--- config.mk ---
export PLATFORM = sky130hd
export DESIGN_NAME = ss_restore_reader
export DESIGN_NICKNAME = d
export VERILOG_FILES = /design/src/rtl/ss_restore_reader.sv
export SDC_FILE = /design/constraint.sdc
export NUM_CORES = 1
export LEC_CHECK = 0
export ABC_AREA = 1
export BUFFER_PORTS_ARGS = -buffer_cell sky130_fd_sc_hd__buf_2
export CAP_MARGIN = 10
export CORE_MARGIN = 8
export CORE_UTILIZATION = 46
export DETAILED_ROUTE_END_ITERATION = 16
export HOLD_SLACK_MARGIN = 0.1
export PLACE_DENSITY_LB_ADDON = 0.08
export SYNTH_ARGS = -nofsm -noshare
export SYNTH_HDL_FRONTEND = slang
export SYNTH_SLANG_ARGS = --single-unit
--- constraint.sdc ---
create_clock -name clk -period 1.74 [get_ports clk]
set_input_delay 0.087 -clock clk [delete_from_list [all_inputs] [get_ports clk]]
set_output_delay 0.087 -clock clk [all_outputs]
set_load 0.02 [all_outputs]
--- src/rtl/ss_restore_reader.sv ---
// Save-state restore: walks a DDR slot of tagged chunks and replays each word to its device on the ss bus.
// One DDR read in flight; a word is written one cycle after read data; stalls on ddr_busy and until ss_ack.
module ss_restore_reader #(
    parameter logic [31:0] SS_BASE     = 32'h3E00_0000,
    parameter logic [31:0] SLOT_SIZE   = 32'h0040_0000,
    parameter int          MAX_INDEX   = 17,
    parameter logic [31:0] MAX_WORDS   = 32'h0001_0000,
    parameter int          ACK_TIMEOUT = 4096
) (
    input  logic        clk,
    input  logic        reset,
    input  logic        start,
    input  logic [1:0]  slot,
    output logic        busy,
    output logic        done,
    output logic        error,
    output logic        ddr_acquire,
    output logic [31:0] ddr_addr,
    output logic        ddr_rd,
    input  logic        ddr_busy,
    input  logic [63:0] ddr_rdata,
    input  logic        ddr_rdata_ready,
    output logic        ss_restore,
    output logic [7:0]  ss_index,
    output logic [23:0] ss_addr,
    output logic [63:0] ss_data,
    output logic        ss_write,
    input  logic        ss_ack
);

    localparam int              ACK_W    = $clog2(ACK_TIMEOUT + 1);
    localparam logic [23:0]     HDR_ID   = {16'h5353, 8'h00};
    localparam logic [7:0]      TERM_IDX = 8'hFF;
    localparam logic [7:0]      MAX_IDX8 = 8'(MAX_INDEX);
    localparam logic [ACK_W-1:0] ACK_LAST = ACK_W'(ACK_TIMEOUT - 1);

    typedef enum logic [2:0] {
        S_IDLE,
        S_RD_HDR,
        S_WAIT_HDR,
        S_RD_DATA,
        S_WAIT_DATA,
        S_WRITE,
        S_DONE,
        S_ERROR
    } state_t;

    state_t            state_q, state_d;
    logic [31:0]       ptr_q, ptr_d;
    logic [31:0]       end_q, end_d;
    logic [31:0]       cnt_q, cnt_d;
    logic [7:0]        idx_q, idx_d;
    logic [23:0]       waddr_q, waddr_d;
    logic [63:0]       wdata_q, wdata_d;
    logic [ACK_W-1:0]  ack_cnt_q, ack_cnt_d;
    logic              error_q, error_d;

    logic [31:0] slot_base;
    logic [23:0] hdr_id;
    logic [7:0]  hdr_idx;
    logic [31:0] hdr_cnt;
    logic        hdr_bad;

    assign slot_base = SS_BASE + SLOT_SIZE * {30'd0, slot};
    assign hdr_id    = ddr_rdata[63:40];
    assign hdr_idx   = ddr_rdata[39:32];
    assign hdr_cnt   = ddr_rdata[31:0];
    // The reserved byte must be zero too, so it is folded into the magic compare.
    assign hdr_bad   = (hdr_id != HDR_ID)
                    || ((hdr_idx > MAX_IDX8) && (hdr_idx != TERM_IDX))
                    || (hdr_cnt > MAX_WORDS);

    always_comb begin
        state_d   = state_q;
        ptr_d     = ptr_q;
        end_d     = end_q;
        cnt_d     = cnt_q;
        idx_d     = idx_q;
        waddr_d   = waddr_q;
        wdata_d   = wdata_q;
        ack_cnt_d = ack_cnt_q;
        error_d   = error_q;
        ddr_rd    = 1'b0;

        case (state_q)
            S_IDLE: begin
                if (start) begin
                    ptr_d   = slot_base;
                    end_d   = slot_base + SLOT_SIZE;
                    error_d = 1'b0;
                    state_d = S_RD_HDR;
                end
            end
            S_RD_HDR, S_RD_DATA: begin
                if (ptr_q == end_q) begin
                    state_d = S_ERROR;
                    error_d = 1'b1;
                end else if (!ddr_busy) begin
                    ddr_rd  = 1'b1;
                    state_d = (state_q == S_RD_HDR) ? S_WAIT_HDR : S_WAIT_DATA;
                end
            end
            S_WAIT_HDR: begin
                if (ddr_rdata_ready) begin
                    ptr_d = ptr_q + 32'd8;
                    if (hdr_bad) begin
                        state_d = S_ERROR;
                        error_d = 1'b1;
                    end else if (hdr_idx == TERM_IDX) begin
                        state_d = S_DONE;
                    end else if (hdr_cnt == 32'd0) begin
                        state_d = S_RD_HDR;
                    end else begin
                        idx_d   = hdr_idx;
                        cnt_d   = hdr_cnt;
                        waddr_d = 24'd0;
                        state_d = S_RD_DATA;
                    end
                end
            end
            S_WAIT_DATA: begin
                if (ddr_rdata_ready) begin
                    ptr_d     = ptr_q + 32'd8;
                    wdata_d   = ddr_rdata;
                    ack_cnt_d = '0;
                    state_d   = S_WRITE;
                end
            end
            S_WRITE: begin
                if (ss_ack) begin
                    waddr_d = waddr_q + 24'd1;
                    state_d = (({8'd0, waddr_q} + 32'd1) == cnt_q) ? S_RD_HDR : S_RD_DATA;
                end else if (ack_cnt_q == ACK_LAST) begin
                    state_d = S_ERROR;
                    error_d = 1'b1;
                end else begin
                    ack_cnt_d = ack_cnt_q + ACK_W'(1);
                end
            end
            S_DONE:  state_d = S_IDLE;
            S_ERROR: state_d = S_IDLE;
            default: state_d = S_IDLE;
        endcase
    end

    always_ff @(posedge clk) begin
        if (reset) begin
            state_q   <= S_IDLE;
            ptr_q     <= '0;
            end_q     <= '0;
            cnt_q     <= '0;
            idx_q     <= '0;
            waddr_q   <= '0;
            wdata_q   <= '0;
            ack_cnt_q <= '0;
            error_q   <= 1'b0;
        end else begin
            state_q   <= state_d;
            ptr_q     <= ptr_d;
            end_q     <= end_d;
            cnt_q     <= cnt_d;
            idx_q     <= idx_d;
            waddr_q   <= waddr_d;
            wdata_q   <= wdata_d;
            ack_cnt_q <= ack_cnt_d;
            error_q   <= error_d;
        end
    end

    // DONE and ERROR are already outside the busy window.
    assign busy        = (state_q == S_RD_HDR) || (state_q == S_WAIT_HDR) || (state_q == S_RD_DATA)
                      || (state_q == S_WAIT_DATA) || (state_q == S_WRITE);
    assign done        = (state_q == S_DONE);
    assign error       = error_q;
    assign ddr_acquire = busy;
    assign ss_restore  = busy;
    assign ddr_addr    = ptr_q;
    assign ss_index    = idx_q;
    assign ss_addr     = waddr_q;
    assign ss_data     = wdata_q;
    assign ss_write    = (state_q == S_WRITE);

endmodule

* Yosys cells after proc, flatten, opt, wreduce, memory -nomap -nowiden
Index checks and enable logic that the tools add are counted.
** Operators by class
- $add $sub $neg :: 6
- Magnitude comparators :: 2
- Equal/unequal tests :: 28
- Muxes and demuxes :: 36
- Bitwise logic cells :: 3
- Reductions and logical operators :: 24
** Operators by type and width (number)
- $mux 24 :: 5
- $mux 32 :: 2
- $pmux 32 s2 :: 1
- $pmux 24 s2 :: 1
- $mux 13 :: 3
- $add 31x23->32 const B :: 1
- $add 32x4->32 const B :: 1
- $eq 25x32->1 :: 1
- $eq 32x32->1 :: 1
- $gt 32x17->1 const B :: 1
- $logic_not 32->1 :: 1
- $add 30x24->31 const A :: 1
- $mux 3 :: 10
- $pmux 13 s2 :: 1
- $add 24x1->25 const B :: 1
- $add 24x1->24 const B :: 1
- $ne 24x23->1 const B :: 1
- $ne 2x2->1 const B :: 10
- $pmux 3 s6 :: 1
- $add 13x1->13 const B :: 1
- $eq 13x12->1 const B :: 1
- $eq 3x3->1 const B :: 4
- $reduce_and 5->1 :: 2
- $mux 1 :: 9
- other kinds (22) :: 38
** Storage, ports and cells
- Bits in registers :: 209
- Bits of input ports :: 72
- Output and inout port bits :: 135
- Logic and storage cells :: 108

* Depth between registers and ports, before layout
Gate-level depths: netlist of the first run.
- Word-level depth :: 7
- Depth in mapped cells :: 18
- Gate-level depth less buffers :: 18

* Worst setup path after synthesis of the first run
Ideal clock, no wire load.
- Path kind :: register to register
- Start point :: register waddr_q[1] (netlist: ss_addr[1])
- End point :: register state_q[1]
- Setup time :: 132 ps
- Arrival :: 1973 ps
- Required time :: 1608 ps
- Setup slack :: -365 ps
- Stages on the path, launching flop included :: 15
- Path buffers :: 0
- Period minus slack after synthesis :: 2105 ps
- Cells stage by stage :: dfxtp_1 -> ha_1 -> nand2_1 -> nor2_4 -> nand2_2 -> nor2_1 -> xor3_1 -> nor2_1 -> nand2_1 -> nor2_1 -> nand2_1 -> nand2_1 -> nand2_1 -> nand2_1 -> a21oi_1
** On the way
- Longest elaborated chain between the ends :: 5
** Ends and longest elaborated chain
- start, declared :: line 53 : logic [23:0] waddr_q, waddr_d;
- start signal, assigned :: line 163 : waddr_q <= waddr_d;
- $add 24x1->25 :: line 132 : state_d = (({8'd0, waddr_q} + 32'd1) == cnt_q) ? S_RD_HDR : S_RD_DATA;
- $eq 25x32->1 :: line 132
- $mux 2 :: line 132
- $mux 3 :: line 130 : if (ss_ack) begin
- $pmux 3 s6 :: line 85 : case (state_q)
- end signal, assigned :: line 158 : state_q <= state_d;
- end, declared :: line 48 : state_t state_q, state_d;
Every way passes these cells.
A chain may end at the register's enable or synchronous reset.

* Worst setup path in the final report of the first run
Ends and elaborated chain as after synthesis.

==> key figures, run 1 <==
STA
  – Tcrit/Tclk final: 121%
  – Achievable Freq: 477 MHz
  – Hold Fails Final Rpt: 0
  – Setup TNS: -11.20 ns
  – RSZ-0062 raised after global routing: true
  – Minimum clock period: 2.10 ns
  – Worst relative slew slack: 60.3%
  – # setup viols final: 93
  – Worst clock skew: 0.0121 ns
  – Worst-Margin Slew: 0.596 ns
  – Worst setup margin: -0.357 ns
  – Max Slew Vio Count: 0

Route
  – # DRC: 0
  – Final WL: 36700 µm
  – TritonRoute pass-1 iters: 7
  – Number of DRC markers in iteration 0: 751
  – Vias per cell: 5.23
  – Vias: 11500
  – Post-DR wirelength/cell: 16.7 µm
  – Final ANT Viol Nets: 0

Die
  – Row count: 51
  – Initial Utilization: 46.5%
  – Chip width: 156 µm
  – Number of I/O pins: 207
  – Die Footprint: 24200 µm²
  – Core region area: 19300 µm²
  – Die H: 156 µm

Yosys
  – Post-Syn Area per Cell: 6.68 µm²
  – Top cells by area, synth: dfxtp_1 40%, nand2_1 13%, nand3_1 8.9%, a21oi_1 8.3%, inv_1 7.2%
  – Prevailing post-synth register cell: dfxtp_1
  – Yosys warnings: 0
  – Yosys top cell by area: dfxtp_1
  – Register area share after synthesis: 39.8%
  – Ys async rst share: 0%
  – Cells after Synth: 1340
  – Top cell type's share of synthesized area: 39.8%
  – Flops & latches, synth: 178
  – Mapped Area: 8950 µm²
  – Post-synth EDFFs: 0
  – Distinct cell type count after synthesis: 47

Final layout
  – Fin nets: 1993
  – Commonest non-fill, non-tap cell in the layout: nand2_1
  – N_diodes: 0
  – Util after Layout: 80.7%
  – Seq. cell area: 3640 µm²
  – Layout cells sized above 1: 43.2%
  – Most frequent cells in the layout: 271 x nand2_1, 270 x buf_4, 198 x buf_2
  – Multi-input gate area: 5470 µm²
  – FILL cells: 1319
  – Area grow syn2layout: 73.6%

Critical path
  – Crit Reg-Reg Startpoint: ss_addr[1]
  – CP max FO: 5
  – Ordered list of cells on the worst path: ha_4 -> nand2_4 -> nor2_4 -> buf_12 -> buf_6 -> nand4_1 -> buf_4 -> nand2_2 -> nand2_1 -> nand2_1 -> nor2_2 -> nand2_1 -> nor3_2 -> nand2_1 -> nand2_1 -> nand2_1 -> nand2_1 -> a21oi_2
  – FF-to-FF path depth: 18
  – Crit path kind: flip-flop to flip-flop
  – Crit path required time: 2.06 ns
  – Slowest cell delay on critical path: 0.37 ns
  – R2R Path End: state_q[1]
  – Worst EP arrival: 2.41 ns
  – Crit end category: flip-flop
  – Slowest-stage cell, CP: dfxtp_4
  – Crit path launch type: flip-flop
  – R2r setup slk: -0.36 ns
  – Most common cell on crit path: nand2_1

Power and ir drop
  – Pwr Total: 15.5 mW
  – Power Dens Cells: 996 nW/µm²
  – LEAKAGE: 7.29 nW
  – VDD IR-drop max: 977 µV

CTS
  – Clock Pin Slew Worst Setup and Hold Paths: 0.08 ns
  – Clk_lat worst skew: 0.45 ns
  – H-tree levels: 4
  – Inserted Clock Buffers: 17
  – Root buf cell: clkbuf_16
  – Clock tree from TritonCTS: yes
  – Clock Path Buffers: 2
  – CTS sink cnt: 178

Global routing
  – Tot GR Track Use: 27.3%
  – GRT busiest layer: met2
  – GR Util met2: 46.7%
  – Met3 Track Usage GR: 7.49%
  – Met1 usage in global routing: 32.8%
  – First-pass GRT wire length: 54100 µm
  – Vias in the first global route: 11100
  – Remaining Overflow, GRT: 0
  – Largest net degree at the start of global routing: 100
  – Initial antenna violation count: 1

Placement
  – Post-DP HPWL: 22500 µm
  – I/O Buffers: 203
  – Placer congestion estimate: 0.870

Min path
  – Worst Hold Depth: 6
  – Hold path start: ddr_busy
  – Hold EP: state_q[0]
  – Hold WC Path Type: input pin to flip-flop

Status
  – Violated checks: negative setup slack
  – Outcome: complete, but fails checks

Job
  – Max-cap violations: 0
## worst max-delay path, delay by kind of cell, from the launching register on
kind                       cells  cell delay (ns)
adders and majority gates      1             0.17
and+or+nand+nor               13             0.98
AOI/OAI and AO/OA              1             0.06
DFF                            1             0.37
buffers and inverters          3             0.38
## cells in the mapped netlist, drive strengths merged, types with 4 or more instances
library cell / number
xor2: 7
nand3b: 5
a211oi: 4
buf: 13
ha: 4
a31oi: 4
nand2: 320
nor4: 8
inv: 178
clkbuf: 42
o21ai: 59
nand3: 161
nor2: 130
nor3: 27
a21oi: 149
nand4: 31
dfxtp: 178
## layout make-up
cell class                 count  area share [%]
timing repair inverter         1          0.0402
clock buffer                  18            2.90
multi-input combinational    931            35.2
tap                          265            2.13
clock inverter                14            1.03
timing repair buffer         610            30.7
inverter                     178            4.54
sequential                   178            23.4
## how the worst max path moves through the flow
| stage | endpoint | slack [ns] | startpoint |
|---|---|---|---|
| 2_1_floorplan | state_q[1] | -0.11 | ss_addr[0] |
| 3_3_place_gp | state_q[1] | -0.29 | ss_addr[0] |
| 3_5_place_dp | state_q[1] | -0.34 | ss_addr[0] |
| 4_1_cts | ddr_rd | -0.29 | ddr_addr[24] |
| 5_1_grt | state_q[1] | -0.49 | ss_addr[1] |
| 6_report | state_q[1] | -0.36 | ss_addr[1] |
## timing repair
action	4_1_cts	5_1_grt
buffers inserted	46	31
hold buffers	78	5
pin swaps	66	108
endpoints found under the setup margin	94	166
resized for setup	137	235
gates cloned	5	8
hold endpoints to repair	92	10
## power by group
part	switching, mW	total, mW	internal, mW
Sequential	0.239	4.65	4.41
Combinational	3.83	6.83	3.01
Clock	1.98	4.01	2.03
## through the flow
stage                     std cells  worst slack [ns]  area (µm²)  hold WS, ns
final                          2195            -0.357       15500        0.185
after global routing           2195            -0.491       15500        0.198
after CTS                      2168            -0.291       14500        0.116
after detailed placement       2009            -0.341       12200        0.376
after global placement         2009            -0.292       12200        0.367
after floorplan                1342            -0.111        9040        0.222
## sequential cells by signal, indices dropped and copies added, names as in the netlist
register and cells:
state_q 3, ss_data 64, error 1, end_q 4, ss_index 8, cnt_q 32, ddr_addr 29, ss_addr 24
ack_cnt_q 13
## cells by family (layout without fill, tap and decap cells)
family                     Yosys count  in the layout  synth area share (%)
AOI/OAI and AO/OA                  225            225                  13.3
xor gates and xnor gates            12             12                  1.65
adders and majority gates            4              4                 0.559
DFF                                178            178                  39.8
other                                1              3                0.0419
and+or+nand+nor                    687            687                  34.5
buffers and inverters              233            821                  10.1
## metal layers
layer	share of wire, %	wire length, µm
met2	48	17700
met4	2.4	877
met1	40	14700
met3	9.2	3360
met5	0.044	16
Power figures use the tool's default switching activity.
==> inputs of run 2 (changes only) <==
CORE_UTILIZATION = 49   (was 46)
GPL_TIMING_DRIVEN = 0   (was unset)
SLEW_MARGIN = 20   (was unset)
==> key figures, run 2 (synthesized netlist as in run 1, its figures left out) <==
Power and ir drop
  – VDD IR-drop max: 832 µV
  – Sequential share of power: 34.8%
  – LEAKAGE: 5.67 nW
  – Clock share of power: 28.3%
  – Switching power: 5.20 mW
  – Switching share of power: 38.7%
  – Logic pwr share: 36.9%
  – Power Dens Cells: 1070 nW/µm²
  – Pwr Total: 13.4 mW
  – P_int: 8.25 mW

Global routing
  – Largest net degree at the start of global routing: 17
  – Tot GR Track Use: 26.4%
  – Initial antenna violation count: 6
  – Vias in the first global route: 9565
  – First-pass GRT wire length: 48200 µm
  – Remaining Overflow, GRT: 0

Critical path
  – Crit path required time: 2.06 ns
  – Crit path kind: flip-flop to flip-flop
  – CP max FO: 6
  – Crit path launch type: flip-flop
  – Worst EP arrival: 2.50 ns
  – Crit end category: flip-flop

Final layout
  – Area grow syn2layout: 40.1%
  – Non-filler cells, final: 1918
  – Max reg flops: 64
  – Seq. cell area: 3650 µm²
  – Finished Cell Area: 12500 µm²
  – Most frequent cells in the layout: 281 x nand2_1, 203 x buf_2, 153 x inv_1
  – Layout cells sized above 1: 29.4%
  – Multi-input gate area: 5000 µm²
  – Commonest non-fill, non-tap cell in the layout: nand2_1
  – FILL cells: 1514
  – Fin nets: 1751

Placement
  – I/O Buffers: 202
  – Cell count after placement: 1773
  – Dpl cell area: 10300 µm²
  – Placer congestion estimate: 0.902
  – Post-DP HPWL: 22300 µm

STA
  – RSZ-0062 raised after global routing: true
  – Max Slew Vio Count: 0
  – Minimum clock period: 2.18 ns
  – Worst clock skew: 0.00906 ns
  – Tcrit/Tclk final: 125%
  – Worst relative slew slack: 55.4%
  – # setup viols final: 100
  – Setup TNS: -19.65 ns
  – Worst setup margin: -0.443 ns
  – Hold_ws: 0.101 ns
  – Achievable Freq: 458 MHz
  – Hold Fails Final Rpt: 0
  – Worst-Margin Slew: 0.669 ns

CTS
  – Inserted Clock Buffers: 17
  – Clock Pin Slew Worst Setup and Hold Paths: 0.07 ns
  – CTS sink cnt: 178
  – Root buf cell: clkbuf_16
  – Clock tree from TritonCTS: yes
  – Clk_lat worst skew: 0.43 ns
  – H-tree levels: 4
  – Clock Path Buffers: 2

Min path
  – Hold WC Path Type: input pin to flip-flop

Route
  – Wl on met1: 13000 µm
  – Top Metal Used: met5
  – Final ANT Viol Nets: 0
  – Met2 routed WL: 14400 µm
  – Vias per cell: 5.38
  – Post-DR wirelength/cell: 16.4 µm
  – # DRC: 0
  – TritonRoute pass-1 iters: 7
  – Final WL: 31400 µm
  – Vias: 10300
  – Number of DRC markers in iteration 0: 696
  – Met3 WL: 3180 µm

Die
  – Core region area: 18000 µm²
  – Die H: 151 µm
  – Number of I/O pins: 207
  – Chip width: 151 µm
  – Die Footprint: 22900 µm²
  – Row count: 49
  – Initial Utilization: 49.8%

Job
  – Max-cap violations: 0

Status
  – Violated checks: negative setup slack
  – Outcome: complete, but fails checks
==> run 2: changes by cell type in the layout (fill, tap and decap cells not counted), sizes merged <==
cell	change
buf	-263
bufinv	+1
clkbuf	+33
clkinv	-2
clkinvlp	+2
diode	+1
dlygate4sd3	-10
inv	-4
nand3	+1
==> run 2: path summary, 6_finish.rpt <==
kind	start	end	slack (ns)	depth (start not counted)
max	state_q[1]	ddr_addr[21]	-0.44	13
min	start	error	0.10	5
max reg2reg	state_q[1]	ddr_addr[21]	-0.44	13
min reg2reg	ack_cnt_q[4]	ack_cnt_q[4]	0.45	2
==> run 2: critical path, stage by stage, from the launching register on <==
cell	delay [ns]
dfxtp_1	0.42
inv_2	0.09
nor2_2	0.14
nand2_2	0.10
nand2_2	0.10
inv_2	0.06
a21oi_4	0.23
nand2_2	0.13
nor2_4	0.14
nand3b_2	0.13
inv_2	0.10
nand4_1	0.13
o21ai_1	0.21
a21boi_1	0.08
==> run 2: final cells by class <==
| cell class | instances | area share, % |
|---|---|---|
| Inverter | 178 | 5.33 |
| Timing Repair Buffer | 314 | 16.4 |
| Antenna cell | 1 | 0.0200 |
| Tap cell | 229 | 2.28 |
| Clock buffer | 20 | 3.56 |
| Clock inverter | 12 | 0.988 |
| Sequential cell | 178 | 29.1 |
| Multi-Input combinational cell | 932 | 39.9 |
| Buffer | 54 | 2.43 |
==> run 2: power by group through the flow <==
stage	combinational (mW)	clock, mW	sequential [mW]
floorplan	2.42	0	4.95
global placement	3.81	0	4.75
detailed placement	3.86	0	4.75
CTS	4.51	3.84	4.66
global route	5.34	4.00	4.71
finish	4.96	3.81	4.68
==> run 2: stage by stage <==
stage / util (%) / setup slack [ns]
floorplan: - / -0.111
global placement: 57.6 / -0.567
detailed placement: 57.6 / -0.528
CTS: 67.3 / -0.372
global route: 69.8 / -0.592
finish: 69.8 / -0.443
==> run 2: repair_timing <==
item,4_1_cts,5_1_grt
gates cloned,0,2
gates resized for setup,105,104
buffers inserted,23,20
endpoints found under the setup margin,161,167
hold endpoints to repair,93,32
hold buffers,68,16
pin swaps,27,34
==> run 2: routing by layer <==
metal | up-vias | GRT usage (%)
met4 | 10 | 7.32
met2 | 412 | 43.0
met1 | 4784 | 32.6
met3 | 70 | 8.87
met5 | - | 0
li1 | 5049 | -
==> inputs of run 3 (changes only) <==
CELL_PAD_IN_SITES_DETAIL_PLACEMENT = 0   (was unset)
CELL_PAD_IN_SITES_GLOBAL_PLACEMENT = 1   (was unset)
CORE_UTILIZATION = 34   (was 49)
==> key figures, run 3 (synthesized netlist as in run 1, its figures left out) <==
Final layout
  – Seq. cell area: 3680 µm²
  – Most frequent cells in the layout: 270 x nand2_1, 203 x buf_2, 145 x nand3_1
  – Multi-input gate area: 5310 µm²
  – Non-filler cells, final: 2076
  – Commonest non-fill, non-tap cell in the layout: nand2_1
  – Util after Layout: 52.2%
  – FILL cells: 2637
  – Layout cells sized above 1: 34.9%
  – Area grow syn2layout: 51.6%
  – Fin nets: 1804
  – Max reg flops: 64

Critical path
  – Slowest-stage cell, CP: dfxtp_4
  – FF-to-FF path depth: 15
  – Slowest cell delay on critical path: 0.38 ns
  – Ordered list of cells on the worst path: ha_4 -> nand2_4 -> nor2_4 -> buf_12 -> nand2_4 -> nor2_2 -> xor3_1 -> nor2_1 -> nand2_1 -> nor2_1 -> nand2_2 -> nand2_1 -> nand2_1 -> nand2_1 -> a21oi_1
  – Crit end category: flip-flop
  – Crit path required time: 2.02 ns
  – Critical path's top delay family: simple AND/OR/NAND/NOR gates
  – WP buf/inv: 1
  – Crit path launch type: flip-flop
  – CP max FO: 4
  – R2R Path End: state_q[1]
  – Crit Reg-Reg Startpoint: ss_addr[0]
  – R2r setup slk: -0.42 ns
  – Crit path kind: flip-flop to flip-flop
  – Worst EP arrival: 2.44 ns
  – Most common cell on crit path: nand2_1

Route
  – Vias: 10200
  – Number of DRC markers in iteration 0: 565
  – Post-DR wirelength/cell: 16.4 µm
  – TritonRoute pass-1 iters: 5
  – # DRC: 0
  – Vias per cell: 4.91
  – Final WL: 34000 µm
  – Final ANT Viol Nets: 0

Power and ir drop
  – LEAKAGE: 6.17 nW
  – Sequential share of power: 32.0%
  – Switching share of power: 38.8%
  – Clock share of power: 26.6%
  – Logic pwr share: 41.4%
  – P_int: 9.03 mW
  – Switching power: 5.73 mW
  – Power Dens Cells: 1090 nW/µm²
  – VDD IR-drop max: 622 µV

Die
  – Initial Utilization: 34.5%
  – Chip width: 178 µm
  – Die H: 178 µm
  – Row count: 59
  – Number of I/O pins: 207
  – Core region area: 26000 µm²
  – Die Footprint: 31800 µm²

Min path
  – Hold path start: ss_ack
  – Hold WC Path Type: input pin to flip-flop
  – Hold EP: state_q[2]
  – Worst Hold Depth: 4

Global routing
  – GRT busiest layer: met2
  – GR Util met2: 31.9%
  – Initial antenna violation count: 7
  – Tot GR Track Use: 20.7%
  – Remaining Overflow, GRT: 0
  – First-pass GRT wire length: 52200 µm
  – Largest net degree at the start of global routing: 17
  – Met1 usage in global routing: 27.2%
  – Vias in the first global route: 9852
  – Met3 Track Usage GR: 6.63%

STA
  – Tcrit/Tclk final: 124%
  – Setup TNS: -17.64 ns
  – Worst clock skew: 0.0150 ns
  – Worst setup margin: -0.419 ns
  – Minimum clock period: 2.16 ns
  – Worst-Margin Slew: 0.695 ns
  – Achievable Freq: 463 MHz
  – Max Slew Vio Count: 0
  – # setup viols final: 86
  – Hold_ws: 0.131 ns
  – Worst relative slew slack: 53.7%
  – Hold Fails Final Rpt: 0
  – RSZ-0062 raised after global routing: true

CTS
  – Clock Pin Slew Worst Setup and Hold Paths: 0.07 ns
  – Clk_lat worst skew: 0.44 ns
  – CTS sink cnt: 178
  – Clock Path Buffers: 2
  – H-tree levels: 4
  – Root buf cell: clkbuf_16
  – Clock tree from TritonCTS: yes
  – Inserted Clock Buffers: 17

Placement
  – Worst Setup Slack post-DPL: -0.747 ns
  – I/O Buffers: 202
  – Post-DP HPWL: 24600 µm
  – Cell count after placement: 1879
  – Placer congestion estimate: 0.840

Job
  – Max-cap violations: 0

Status
  – Violated checks: negative setup slack
  – Outcome: complete, but fails checks
[run 3: cell types whose count changed in the layout (fill, tap and decap cells not counted), moves of 10 or more]
| cell | previous run | this run |
|---|---|---|
| buf_4 | 51 | 93 |
| dfxtp_4 | 14 | 25 |
| inv_1 | 153 | 140 |
| nand2_1 | 281 | 270 |
| nand2_4 | 8 | 19 |
| o21ai_0 | 44 | 34 |
[run 3: power groups by stage]
stage	sequential, mW	clock, mW	combinational (mW)
finish	4.73	3.92	6.11
global route	4.77	4.21	6.58
CTS	4.68	4.01	4.86
detailed placement	4.75	0	3.96
global placement	4.76	0	3.97
floorplan	4.95	0	2.42
[run 3: through the flow]
step	area (µm²)	total power [mW]
final	13600	14.8
after global routing	13600	15.6
after CTS	12400	13.5
after detailed placement	10500	8.71
after global placement	10500	8.72
after floorplan	9040	7.38
[run 3: layout make-up]
| class | instances | share of cell area [%] |
|---|---|---|
| buffer | 54 | 2.41 |
| clock inverter | 11 | 0.876 |
| multi-input combinational | 932 | 39.1 |
| antenna | 1 | 0.0184 |
| sequential | 178 | 27.2 |
| inverter | 178 | 5.14 |
| tap | 335 | 3.09 |
| clock buffer | 20 | 3.37 |
| timing repair buffer | 367 | 18.8 |
[run 3: worst max-delay path by stage]
stage | to | cells past startpoint | startpoint | slack [ns]
6_report | state_q[1] | 15 | ss_addr[0] | -0.42
5_1_grt | state_q[1] | 15 | ss_addr[0] | -0.52
4_1_cts | state_q[1] | 16 | ss_addr[1] | -0.47
3_5_place_dp | ss_addr[22] | 7 | state_q[2] | -0.75
3_3_place_gp | ss_addr[19] | 7 | state_q[2] | -0.77
2_1_floorplan | state_q[1] | 16 | ss_addr[0] | -0.11
[run 3: repair_timing]
item                                    in CTS  in global routing
hold endpoints to repair                    92                 32
cloned                                       0                  4
endpoints found under the setup margin     162                147
hold buffers                                67                 16
pin swaps                                   32                 76
gates resized for setup                    116                231
buffers inserted                            47                 51
[run 3: worst register-to-register path, cell delays in order, from the launching register on]
cell and delay, ns:
dfxtp_4 0.38, ha_4 0.17, nand2_4 0.06, nor2_4 0.19, buf_12 0.14, nand2_4 0.07
nor2_2 0.16, xor3_1 0.24, nor2_1 0.09, nand2_1 0.07, nor2_1 0.14, nand2_2 0.10
nand2_1 0.07, nand2_1 0.05, nand2_1 0.05, a21oi_1 0.05
[run 3: metal layers]
metal	routed length, µm	vias up
met5	67	-
met4	497	12
met3	2590	49
met2	15200	279
met1	15600	4709
li1	-	5154
